File: config.mk
export PLATFORM = sky130hd
export DESIGN_NAME = scc_axi_wr_master
export DESIGN_NICKNAME = d
export VERILOG_FILES = /design/src/rtl/scc_axi_pkg.sv /design/src/rtl/scc_axi_burst_calc.sv /design/src/rtl/scc_axi_wr_master.sv
export SDC_FILE = /design/constraint.sdc
export NUM_CORES = 1
export LEC_CHECK = 0
export BUFFER_PORTS_ARGS = -buffer_cell sky130_fd_sc_hd__buf_2
export CORE_AREA = 3 3 159 161
export CTS_CLUSTER_SIZE = 10
export DETAILED_ROUTE_END_ITERATION = 8
export DIE_AREA = 0 0 162 164
export GPL_TIMING_DRIVEN = 0
export PLACE_DENSITY_LB_ADDON = 0.2
export SETUP_SLACK_MARGIN = 0.1
export SYNTH_ARGS = -nofsm -noshare
export SYNTH_HDL_FRONTEND = slang
export SYNTH_SLANG_ARGS = --single-unit
File: constraint.sdc
create_clock -name clk_i -period 9.9 [get_ports clk_i]
set_input_delay 0.495 -clock clk_i [delete_from_list [all_inputs] [get_ports clk_i]]
set_output_delay 0.495 -clock clk_i [all_outputs]
set_load 0.02 [all_outputs]
File: src/rtl/scc_axi_pkg.sv
// rtl/scc_axi_pkg.sv - shared AXI types and constants for the SCC AXI masters
package scc_axi_pkg;

  typedef enum logic [1:0] {
    BURST_FIXED = 2'b00,
    BURST_INCR  = 2'b01,
    BURST_WRAP  = 2'b10
  } burst_e;

  typedef enum logic [1:0] {
    RESP_OKAY   = 2'b00,
    RESP_EXOKAY = 2'b01,
    RESP_SLVERR = 2'b10,
    RESP_DECERR = 2'b11
  } resp_e;

  localparam int         AXI_BOUNDARY_BYTES = 4096;
  localparam logic [3:0] AXI_CACHE_DEFAULT  = 4'b0011;

  typedef enum logic [1:0] {
    ST_IDLE,
    ST_ADDR,
    ST_DATA,
    ST_RESP
  } wr_state_e;

endpackage

File: src/rtl/scc_axi_burst_calc.sv
// rtl/scc_axi_burst_calc.sv - burst length = min(remaining, max burst, beats left in the 4 KB page)
module scc_axi_burst_calc
  import scc_axi_pkg::*;
#(
  parameter int DATA_WIDTH    = 128,
  parameter int LEN_WIDTH     = 16,
  parameter int MAX_BURST_LEN = 16
) (
  input  logic [11:0]          addr_lo_i,
  input  logic [LEN_WIDTH-1:0] remaining_i,
  output logic [8:0]           len_o
);

  localparam int SIZE = $clog2(DATA_WIDTH / 8);
  localparam int CW   = (LEN_WIDTH > 13) ? LEN_WIDTH : 13;

  logic [12:0]   room_bytes;
  logic [CW-1:0] room_beats;
  logic [CW-1:0] len;

  // Address is beat-aligned, so the page always has room for at least one beat.
  always_comb begin
    room_bytes = 13'(AXI_BOUNDARY_BYTES) - {1'b0, addr_lo_i};
    room_beats = CW'(room_bytes >> SIZE);
    len        = CW'(remaining_i);
    if (CW'(MAX_BURST_LEN) < len) len = CW'(MAX_BURST_LEN);
    if (room_beats < len) len = room_beats;
    len_o = len[8:0];
  end

endmodule

File: src/rtl/scc_axi_wr_master.sv
// rtl/scc_axi_wr_master.sv - AXI4 write initiator streaming a job into the SCC input buffer
module scc_axi_wr_master
  import scc_axi_pkg::*;
#(
  parameter int DATA_WIDTH    = 128,
  parameter int ADDR_WIDTH    = 32,
  parameter int ID_WIDTH      = 8,
  parameter int AXI_ID        = 0,
  parameter int MAX_BURST_LEN = 16,
  parameter int LEN_WIDTH     = 16
) (
  input  logic                    clk_i,
  input  logic                    rst_ni,
  input  logic                    start_i,
  input  logic [ADDR_WIDTH-1:0]   base_addr_i,
  input  logic [LEN_WIDTH-1:0]    total_beats_i,
  output logic                    busy_o,
  output logic                    done_o,
  output logic                    err_o,
  input  logic [DATA_WIDTH-1:0]   s_data_i,
  input  logic                    s_valid_i,
  output logic                    s_ready_o,
  output logic [ID_WIDTH-1:0]     m_axi_awid,
  output logic [ADDR_WIDTH-1:0]   m_axi_awaddr,
  output logic [7:0]              m_axi_awlen,
  output logic [2:0]              m_axi_awsize,
  output logic [1:0]              m_axi_awburst,
  output logic                    m_axi_awlock,
  output logic [3:0]              m_axi_awcache,
  output logic [2:0]              m_axi_awprot,
  output logic [3:0]              m_axi_awqos,
  output logic [3:0]              m_axi_awregion,
  output logic                    m_axi_awvalid,
  input  logic                    m_axi_awready,
  output logic [DATA_WIDTH-1:0]   m_axi_wdata,
  output logic [DATA_WIDTH/8-1:0] m_axi_wstrb,
  output logic                    m_axi_wlast,
  output logic                    m_axi_wvalid,
  input  logic                    m_axi_wready,
  input  logic [ID_WIDTH-1:0]     m_axi_bid,
  input  logic [1:0]              m_axi_bresp,
  input  logic                    m_axi_bvalid,
  output logic                    m_axi_bready
);

  localparam int                    BYTES      = DATA_WIDTH / 8;
  localparam int                    SIZE       = $clog2(BYTES);
  localparam logic [ADDR_WIDTH-1:0] ALIGN_MASK = ~ADDR_WIDTH'(BYTES - 1);

  wr_state_e             state_q, state_d;
  logic [ADDR_WIDTH-1:0] addr_q, addr_d;
  logic [LEN_WIDTH-1:0]  rem_q, rem_d;
  logic [8:0]            len_q, len_d;
  logic [8:0]            beat_q, beat_d;
  logic                  done_q, done_d;
  logic                  err_q, err_d;

  logic [ADDR_WIDTH-1:0] base_aligned;
  logic [ADDR_WIDTH-1:0] next_addr;
  logic [LEN_WIDTH-1:0]  next_rem;
  logic [11:0]           calc_addr_lo;
  logic [LEN_WIDTH-1:0]  calc_rem;
  logic [8:0]            calc_len;
  logic                  w_fire;
  logic                  b_err;

  assign base_aligned = base_addr_i & ALIGN_MASK;
  assign next_addr    = addr_q + (ADDR_WIDTH'(len_q) << SIZE);
  assign next_rem     = rem_q - LEN_WIDTH'(len_q);

  // The calculator sees the job start in IDLE and the following burst everywhere else.
  assign calc_addr_lo = (state_q == ST_IDLE) ? base_aligned[11:0] : next_addr[11:0];
  assign calc_rem     = (state_q == ST_IDLE) ? total_beats_i : next_rem;

  scc_axi_burst_calc #(
    .DATA_WIDTH   (DATA_WIDTH),
    .LEN_WIDTH    (LEN_WIDTH),
    .MAX_BURST_LEN(MAX_BURST_LEN)
  ) u_burst_calc (
    .addr_lo_i  (calc_addr_lo),
    .remaining_i(calc_rem),
    .len_o      (calc_len)
  );

  assign m_axi_awid     = ID_WIDTH'(AXI_ID);
  assign m_axi_awaddr   = addr_q;
  assign m_axi_awlen    = 8'(len_q - 9'd1);
  assign m_axi_awsize   = 3'(SIZE);
  assign m_axi_awburst  = BURST_INCR;
  assign m_axi_awlock   = 1'b0;
  assign m_axi_awcache  = AXI_CACHE_DEFAULT;
  assign m_axi_awprot   = 3'b000;
  assign m_axi_awqos    = 4'b0000;
  assign m_axi_awregion = 4'b0000;
  assign m_axi_awvalid  = (state_q == ST_ADDR);

  assign m_axi_wdata  = s_data_i;
  assign m_axi_wstrb  = '1;
  assign m_axi_wlast  = (state_q == ST_DATA) && (beat_q == len_q - 9'd1);
  assign m_axi_wvalid = (state_q == ST_DATA) && s_valid_i;
  assign s_ready_o    = (state_q == ST_DATA) && m_axi_wready;
  assign m_axi_bready = (state_q == ST_RESP);

  assign busy_o = (state_q != ST_IDLE);
  assign done_o = done_q;
  assign err_o  = err_q;

  assign w_fire = m_axi_wvalid && m_axi_wready;
  assign b_err  = (m_axi_bresp != RESP_OKAY) || (m_axi_bid != ID_WIDTH'(AXI_ID));

  always_ff @(posedge clk_i or negedge rst_ni) begin
    if (!rst_ni) begin
      state_q <= ST_IDLE;
      addr_q  <= '0;
      rem_q   <= '0;
      len_q   <= '0;
      beat_q  <= '0;
      done_q  <= 1'b0;
      err_q   <= 1'b0;
    end else begin
      state_q <= state_d;
      addr_q  <= addr_d;
      rem_q   <= rem_d;
      len_q   <= len_d;
      beat_q  <= beat_d;
      done_q  <= done_d;
      err_q   <= err_d;
    end
  end

  always_comb begin
    state_d = state_q;
    addr_d  = addr_q;
    rem_d   = rem_q;
    len_d   = len_q;
    beat_d  = beat_q;
    done_d  = 1'b0;
    err_d   = 1'b0;
    unique case (state_q)
      ST_IDLE: begin
        if (start_i) begin
          if (total_beats_i != '0) begin
            addr_d  = base_aligned;
            rem_d   = total_beats_i;
            len_d   = calc_len;
            beat_d  = '0;
            state_d = ST_ADDR;
          end else begin
            done_d = 1'b1;
          end
        end
      end
      ST_ADDR: begin
        if (m_axi_awready) state_d = ST_DATA;
      end
      ST_DATA: begin
        if (w_fire) begin
          beat_d = beat_q + 9'd1;
          if (m_axi_wlast) state_d = ST_RESP;
        end
      end
      ST_RESP: begin
        if (m_axi_bvalid) begin
          // An errored response aborts the job even if beats remain.
          if (b_err || next_rem == '0) begin
            state_d = ST_IDLE;
            done_d  = 1'b1;
            err_d   = b_err;
          end else begin
            addr_d  = next_addr;
            rem_d   = next_rem;
            len_d   = calc_len;
            beat_d  = '0;
            state_d = ST_ADDR;
          end
        end
      end
      default: state_d = ST_IDLE;
    endcase
  end

endmodule

**After elaboration in Yosys (flattened, before gate mapping)**

Cells that the tools add are included.
W data, S select, Z words.

- Add/sub/neg operators: 5
- Magnitude comparators: 2
- Eq/ne operators: 11
- Muxes and demuxes: 41
- Reductions and logical operators: 17

Operator list:

| cell | number |
|---|---|
| $mux W32 | 4 |
| $mux W16 | 6 |
| $mux W9 | 10 |
| $pmux W32 S2 | 1 |
| $add A32 B13 Y32 | 1 |
| $pmux W16 S2 | 1 |
| $pmux W9 S3 | 1 |
| $pmux W9 S2 | 1 |
| $logic_not A16 Y1 | 1 |
| $lt A5 B16 Y1 const A | 1 |
| $lt A9 B16 Y1 | 1 |
| $reduce_bool A16 Y1 | 1 |
| $sub A16 B9 Y16 | 1 |
| $sub A13 B12 Y13 const A | 1 |
| $mux W12 | 1 |
| $mux W2 | 6 |
| $reduce_and A6 Y1 | 2 |
| $ne A2 B2 Y1 const B | 5 |
| $add A9 B1 Y9 const B | 1 |
| $eq A9 B9 Y1 | 1 |
| $sub A9 B1 Y9 const B | 1 |
| $mux W1 | 8 |
| $pmux W2 S4 | 1 |
| $reduce_bool A8 Y1 | 1 |
| other kinds (10) | 18 |

- Register bits after elaboration: 70
- Input bits: 193
- Output and inout bits: 221
- Word-level logic and storage cells: 83

**Depth between registers and ports, before layout**

- Depth after elaboration: 9
- Gate-level depth with buffers: 19
- Depth with buffers taken out: 19

**By module**

From an unflattened synthesis, not the netlist that was laid out.

- Cell total of the unflattened synthesis: 917
- Area total of the unflattened synthesis: 7,373.3 µm²

By module, submodules not included:

| module | times used | cells an instance | area an instance (µm²) | seq. area each (µm²) |
|---|---|---|---|---|
| scc_axi_wr_master | 1 | 849 | 6,851.6 | 1,651.6 |
| scc_axi_burst_calc | 1 | 68 | 521.8 | 0.0 |

**Least setup slack after synthesis**

OpenSTA, ideal clock, no wires.

- Path kind: register to register
- Start: register len_q[0]
- End: register len_q[0]
- Setup time: 0.125 ns
- Arrival: 4.489 ns
- Data required time: 9.775 ns
- Slack: 5.286 ns
- Cell stages (with the launch flop): 17
- Buffers on the path: 0
- Period minus slack after synthesis: 4.614 ns
- Cell sequence: dfrtp_1 > ha_1 > fa_1 > nand2b_1 > a211oi_1 > o21ai_0 > a32o_1 > nor3_2 > a31oi_1 > or2_2 > ha_1 > or3_1 > a211o_1 > a21oi_1 > nor2_1 > a32o_1 > mux2_2

- Cells in the longest elaborated chain, start to end: 9
- Elaborated cells on any way between the ends: 18
- Those cells by class: add/sub (3); order compare (2); eq/ne (1); mux (9); reduce/logical (3)

Ends and longest elaborated chain:

| item | line | text |
|---|---|---|
| from (decl) | scc_axi_wr_master.sv:53 | `logic [8:0] len_q, len_d;` |
| from (signal assigned) | scc_axi_wr_master.sv:124 | `len_q <= len_d;` |
| parallel branches: the longest is 9 deep, another holds $add A32 B13 Y32 | n/a |  |

Several ways; the timed one is not identified. The select of a mux whose other input is x is not followed.
A chain may end at the register's enable or synchronous reset.

**Final worst setup path**

Ends and elaborated chain as after synthesis.

==> results.txt <==
The synthesized area divided by synthesized cell count is 8.27 µm². For this design the total switching power over the nets is 0.00169 W. The first-iteration detailed-routing DRC count is roughly 570. The clock transition time at the flip-flop clock pins of the worst setup and hold paths came out at ~60 ps. The number of different library cells in the post-synthesis netlist is 80. The minimum clock period after layout is 5680 ps. The fraction of layout cells with a size suffix above 1 came out at 39.8%. The category of the most critical setup path is flip-flop to flip-flop. The half-perimeter wire length after placement came out at roughly 21000 µm. Summing the areas of all and, or, nand and nor instances in the mapped netlist gives 17.9% of the synthesized area. Setup repair after global routing left no endpoint under its margin. The synthesized instance count came out at between 800 and 900.

The multi-input logic area is about 4200 µm². The placed instances occupy a cell area of 9080 µm². The aggregate global routing overflow came out at 0.

The number of global-route vias before repair is 6719. The combined area of all synthesized cells came out at 7280 µm². The slew at the pin closest to its max-slew limit came out at 1060 ps. The library cells used most frequently in the layout, excluding fill and tap cells, are 236 x sky130_fd_sc_hd__buf_2, 179 x sky130_fd_sc_hd__buf_4, 66 x sky130_fd_sc_hd__dfrtp_1, 55 x sky130_fd_sc_hd__nor2_1, 55 x sky130_fd_sc_hd__conb_1. The number of hold-repair buffers added at the cts stage is 0. The path class of the tightest hold or removal check is primary input to async pin. The power per cell area is 339 nW/µm². The internal power consumption is 0.00149 W. The number of nets with antenna violations after routing is 0. The H-tree was split into 3 levels. The total power after layout came out at about 0.0032 W. The cell at the root of the clock tree is sky130_fd_sc_hd__clkbuf_16. The worst supply voltage drop on vdd is 0.000126 V.

The switching portion of total power came out at between 50% and 60%. In this run the critical register-to-register path is launched from len_q[0]. The chip height is between 150 and 200 µm. The prevailing post-synth register cell is sky130_fd_sc_hd__dfrtp_1. The part of the cycle the worst path needs came out at between 50% and 60%. The total placed cells including tap cells is around 1.5k. The number of sinks handled by clock tree synthesis came out at between 60 and 70. The flow ran to the end, and the final reports show no timing, DRC or antenna violations. The largest fanout on the critical path is 7. The worst register-to-register path ends at len_q[0].

The fraction of the mapped netlist area in adder cells is under 10%. The achievable frequency is ~0.18 GHz. The first-pass iteration count of the detailed router is 5. The setup TNS after final layout came out at 0 ps. The critical path required time is 10130 ps. The sequential cell fraction of total power came out at between 10% and 20%. The routed via count is around 7.4k.

The number of buffer cells added on primary ports came out at 232. The number of enable-type register cells in the synthesized netlist came out at 0. The number of endpoints failing setup at the final stage came out at 0.

The count of yosys warnings during synthesis is 0. The number of design rule violations left after detail routing came out at 0. The parity-gate share of the synthesized area counting xor and xnor cells came out at 3.85%.

The share of total power dissipated in the clock network is 10.7%. The post-cts resize count is 0. The internal reg-to-reg setup slack came out at between 4000 and 5000 ps. The fill cell instance count of the final layout came out at 2531. Relative to the synthesized area, the layout overhead comes to 28.7%. The effective utilization at floorplan is between 30% and 40%.

The number of buffers added by the clock tree synthesis step came out at 9. The sequential element share of the synthesized area is 22.7%. The floorplan has 57 rows. The number of antenna violations at the first check in global routing came out at 0. The async set-reset flop share out of synthesis is 100%. Synthesis inferred 66 register bits.

The leading cell type in the layout, fill and taps excluded is sky130_fd_sc_hd__buf_2. The post-CTS setup buffer count is 0. The number of cells on the worst reg-to-reg path is 16.

The number of hold violations in the final report is 0. The fraction of the mapped netlist area in compound gates is 21.2%. The largest net degree at the start of global routing is 43.

Combinational logic is responsible for 72.4% of the overall power. The global placer's final weighted congestion is 0.843. The sequential cell area is 1650 µm².

On the final layout, the worst clock skew is 10.9 ps. The max-capacitance violation count came out at 0. By area, the combinational part of the netlist is dominated by buffers and inverters. The signal arrival time at the worst endpoint is ~5900 ps. TritonCTS built the clock tree. The mux cell area share after synthesis came out at 5.33%. The number of slew-limit violations in the final report came out at 0. The final net count is 1406. The leakage power is 4.61 nW.

The core region area is 24100 µm². In this run the count of I/O pins placed on the die edge is 414. The global-route wire length before repair is 38700 µm.

The via-per-instance ratio is 4.93. The post-route cell area came out at 9370 µm². The horizontal die dimension is about 160 µm.

The final routed wirelength across all metal layers came out at approximately 26000 µm. The worst-case clock buffer depth is 2. The aggregate global-route resource usage came out at 18.6%. The count of placed standard cells in the final layout, fillers left out came out at 1506. The worst setup path is launched from a flip-flop. The worst-skew pair later-pin latency is 350 ps. The die outline area is 26600 µm².

The nature of the critical path endpoint is a flip-flop. The routed wire length per instance came out at 17.5 µm. The relative max-transition margin is 29.4%. The antenna cell count is 0.
[state kept, by name (all words and copies together), names as in the netlist]
| name | count |
|---|---|
| done_o | 1 |
| err_o | 1 |
| len_q | 9 |
| m_axi_awaddr | 28 |
| rem_q | 16 |
| beat_q | 9 |
| state_q | 2 |
[synthesized netlist by cell type, types with 5 or more instances]
library cell,count,area (µm²)
sky130_fd_sc_hd__a211oi_1,10,75.1
sky130_fd_sc_hd__a21o_1,7,52.6
sky130_fd_sc_hd__a21oi_1,45,225
sky130_fd_sc_hd__a22oi_1,5,37.5
sky130_fd_sc_hd__a311oi_1,5,43.8
sky130_fd_sc_hd__and2_1,8,50.1
sky130_fd_sc_hd__and3_1,17,106
sky130_fd_sc_hd__buf_2,5,25.0
sky130_fd_sc_hd__buf_4,178,1340
sky130_fd_sc_hd__clkbuf_1,20,75.1
sky130_fd_sc_hd__dfrtp_1,66,1650
sky130_fd_sc_hd__ha_1,34,425
sky130_fd_sc_hd__inv_1,43,161
sky130_fd_sc_hd__mux2_2,6,67.6
sky130_fd_sc_hd__mux2_4,6,90.1
sky130_fd_sc_hd__mux2i_1,23,230
sky130_fd_sc_hd__nand2_1,37,139
sky130_fd_sc_hd__nand2b_1,9,56.3
sky130_fd_sc_hd__nand3_1,20,100
sky130_fd_sc_hd__nand4_1,13,81.3
sky130_fd_sc_hd__nor2_1,55,206
sky130_fd_sc_hd__nor3_1,31,155
sky130_fd_sc_hd__nor4_1,11,68.8
sky130_fd_sc_hd__o211a_1,7,70.1
sky130_fd_sc_hd__o211ai_1,10,75.1
sky130_fd_sc_hd__o21a_1,9,67.6
sky130_fd_sc_hd__o21ai_0,30,150
sky130_fd_sc_hd__o22ai_1,15,93.8
sky130_fd_sc_hd__o2bb2ai_1,5,43.8
sky130_fd_sc_hd__o32a_1,6,60.1
sky130_fd_sc_hd__o32ai_1,5,43.8
sky130_fd_sc_hd__or3_1,11,68.8
sky130_fd_sc_hd__xnor2_1,20,175
sky130_fd_sc_hd__xor2_1,12,105
[how the worst max path moves through the flow]
stage	end	cells after the start	start
3_5_place_dp	len_q[2]	17	len_q[0]
3_3_place_gp	len_q[0]	16	len_q[0]
6_report	len_q[0]	16	len_q[0]
2_1_floorplan	len_q[0]	16	len_q[0]
4_1_cts	len_q[0]	16	len_q[0]
5_1_grt	len_q[2]	18	len_q[0]
[worst max-delay path: stages (launching register included)]
cell	delay [ps]
sky130_fd_sc_hd__dfrtp_1	490
sky130_fd_sc_hd__ha_1	290
sky130_fd_sc_hd__fa_1	400
sky130_fd_sc_hd__nand2b_1	190
sky130_fd_sc_hd__a211oi_1	510
sky130_fd_sc_hd__o21ai_0	290
sky130_fd_sc_hd__a32o_1	370
sky130_fd_sc_hd__nor3_2	480
sky130_fd_sc_hd__a31oi_1	260
sky130_fd_sc_hd__or2_2	350
sky130_fd_sc_hd__ha_1	200
sky130_fd_sc_hd__or3_1	350
sky130_fd_sc_hd__a211o_1	270
sky130_fd_sc_hd__a21oi_1	400
sky130_fd_sc_hd__nor2_1	140
sky130_fd_sc_hd__a32o_1	290
sky130_fd_sc_hd__mux2_2	260
[cell type report]
class	count	area share [%]
Clock buffer	11	2.59
Clock inverter	5	0.574
Tap cell	324	4.33
Sequential cell	66	17.6
Multi-Input combinational cell	614	44.7
Buffer	209	15.7
Inverter	44	1.76
Timing Repair Buffer	233	12.7
[logic make-up after synthesis]
logic type | count (synthesis)
simple gates | 244
fa+ha+maj | 36
other cells | 2
mux | 35
flops | 66
compound gates | 212
xor+xnor | 32
buf+inv | 253
[stage by stage]
stage               utilization [%]  setup WS (ps)  hold slack [ps]
finish                         38.9           4220             58.8
detailed placement             37.7           4380              442
floorplan                         -           5290              199
global route                   38.9           3950             73.1
global placement               37.5           4430              505
CTS                            38.9           4360             62.8
[power by group through the flow]
stage | Clock, W | Sequential, W | Combinational, W
detailed placement | 0 | 0.000541 | 0.00228
finish | 0.000339 | 0.000539 | 0.00230
CTS | 0.000345 | 0.000537 | 0.00229
global placement | 0 | 0.000539 | 0.00226
floorplan | 0 | 0.000570 | 0.00163
global route | 0.000359 | 0.000558 | 0.00255
[metal layers]
| layer | up-vias | wire [µm] | GRT usage (%) |
|---|---|---|---|
| met4 | 0 | 262 | 3.02 |
| met2 | 379 | 12700 | 31.6 |
| met1 | 3465 | 11000 | 24.6 |
| met3 | 14 | 2300 | 4.24 |
| met5 | - | 0 | 0 |
| li1 | 3560 | - | - |
No activity file was read; power rests on OpenSTA's default activity.
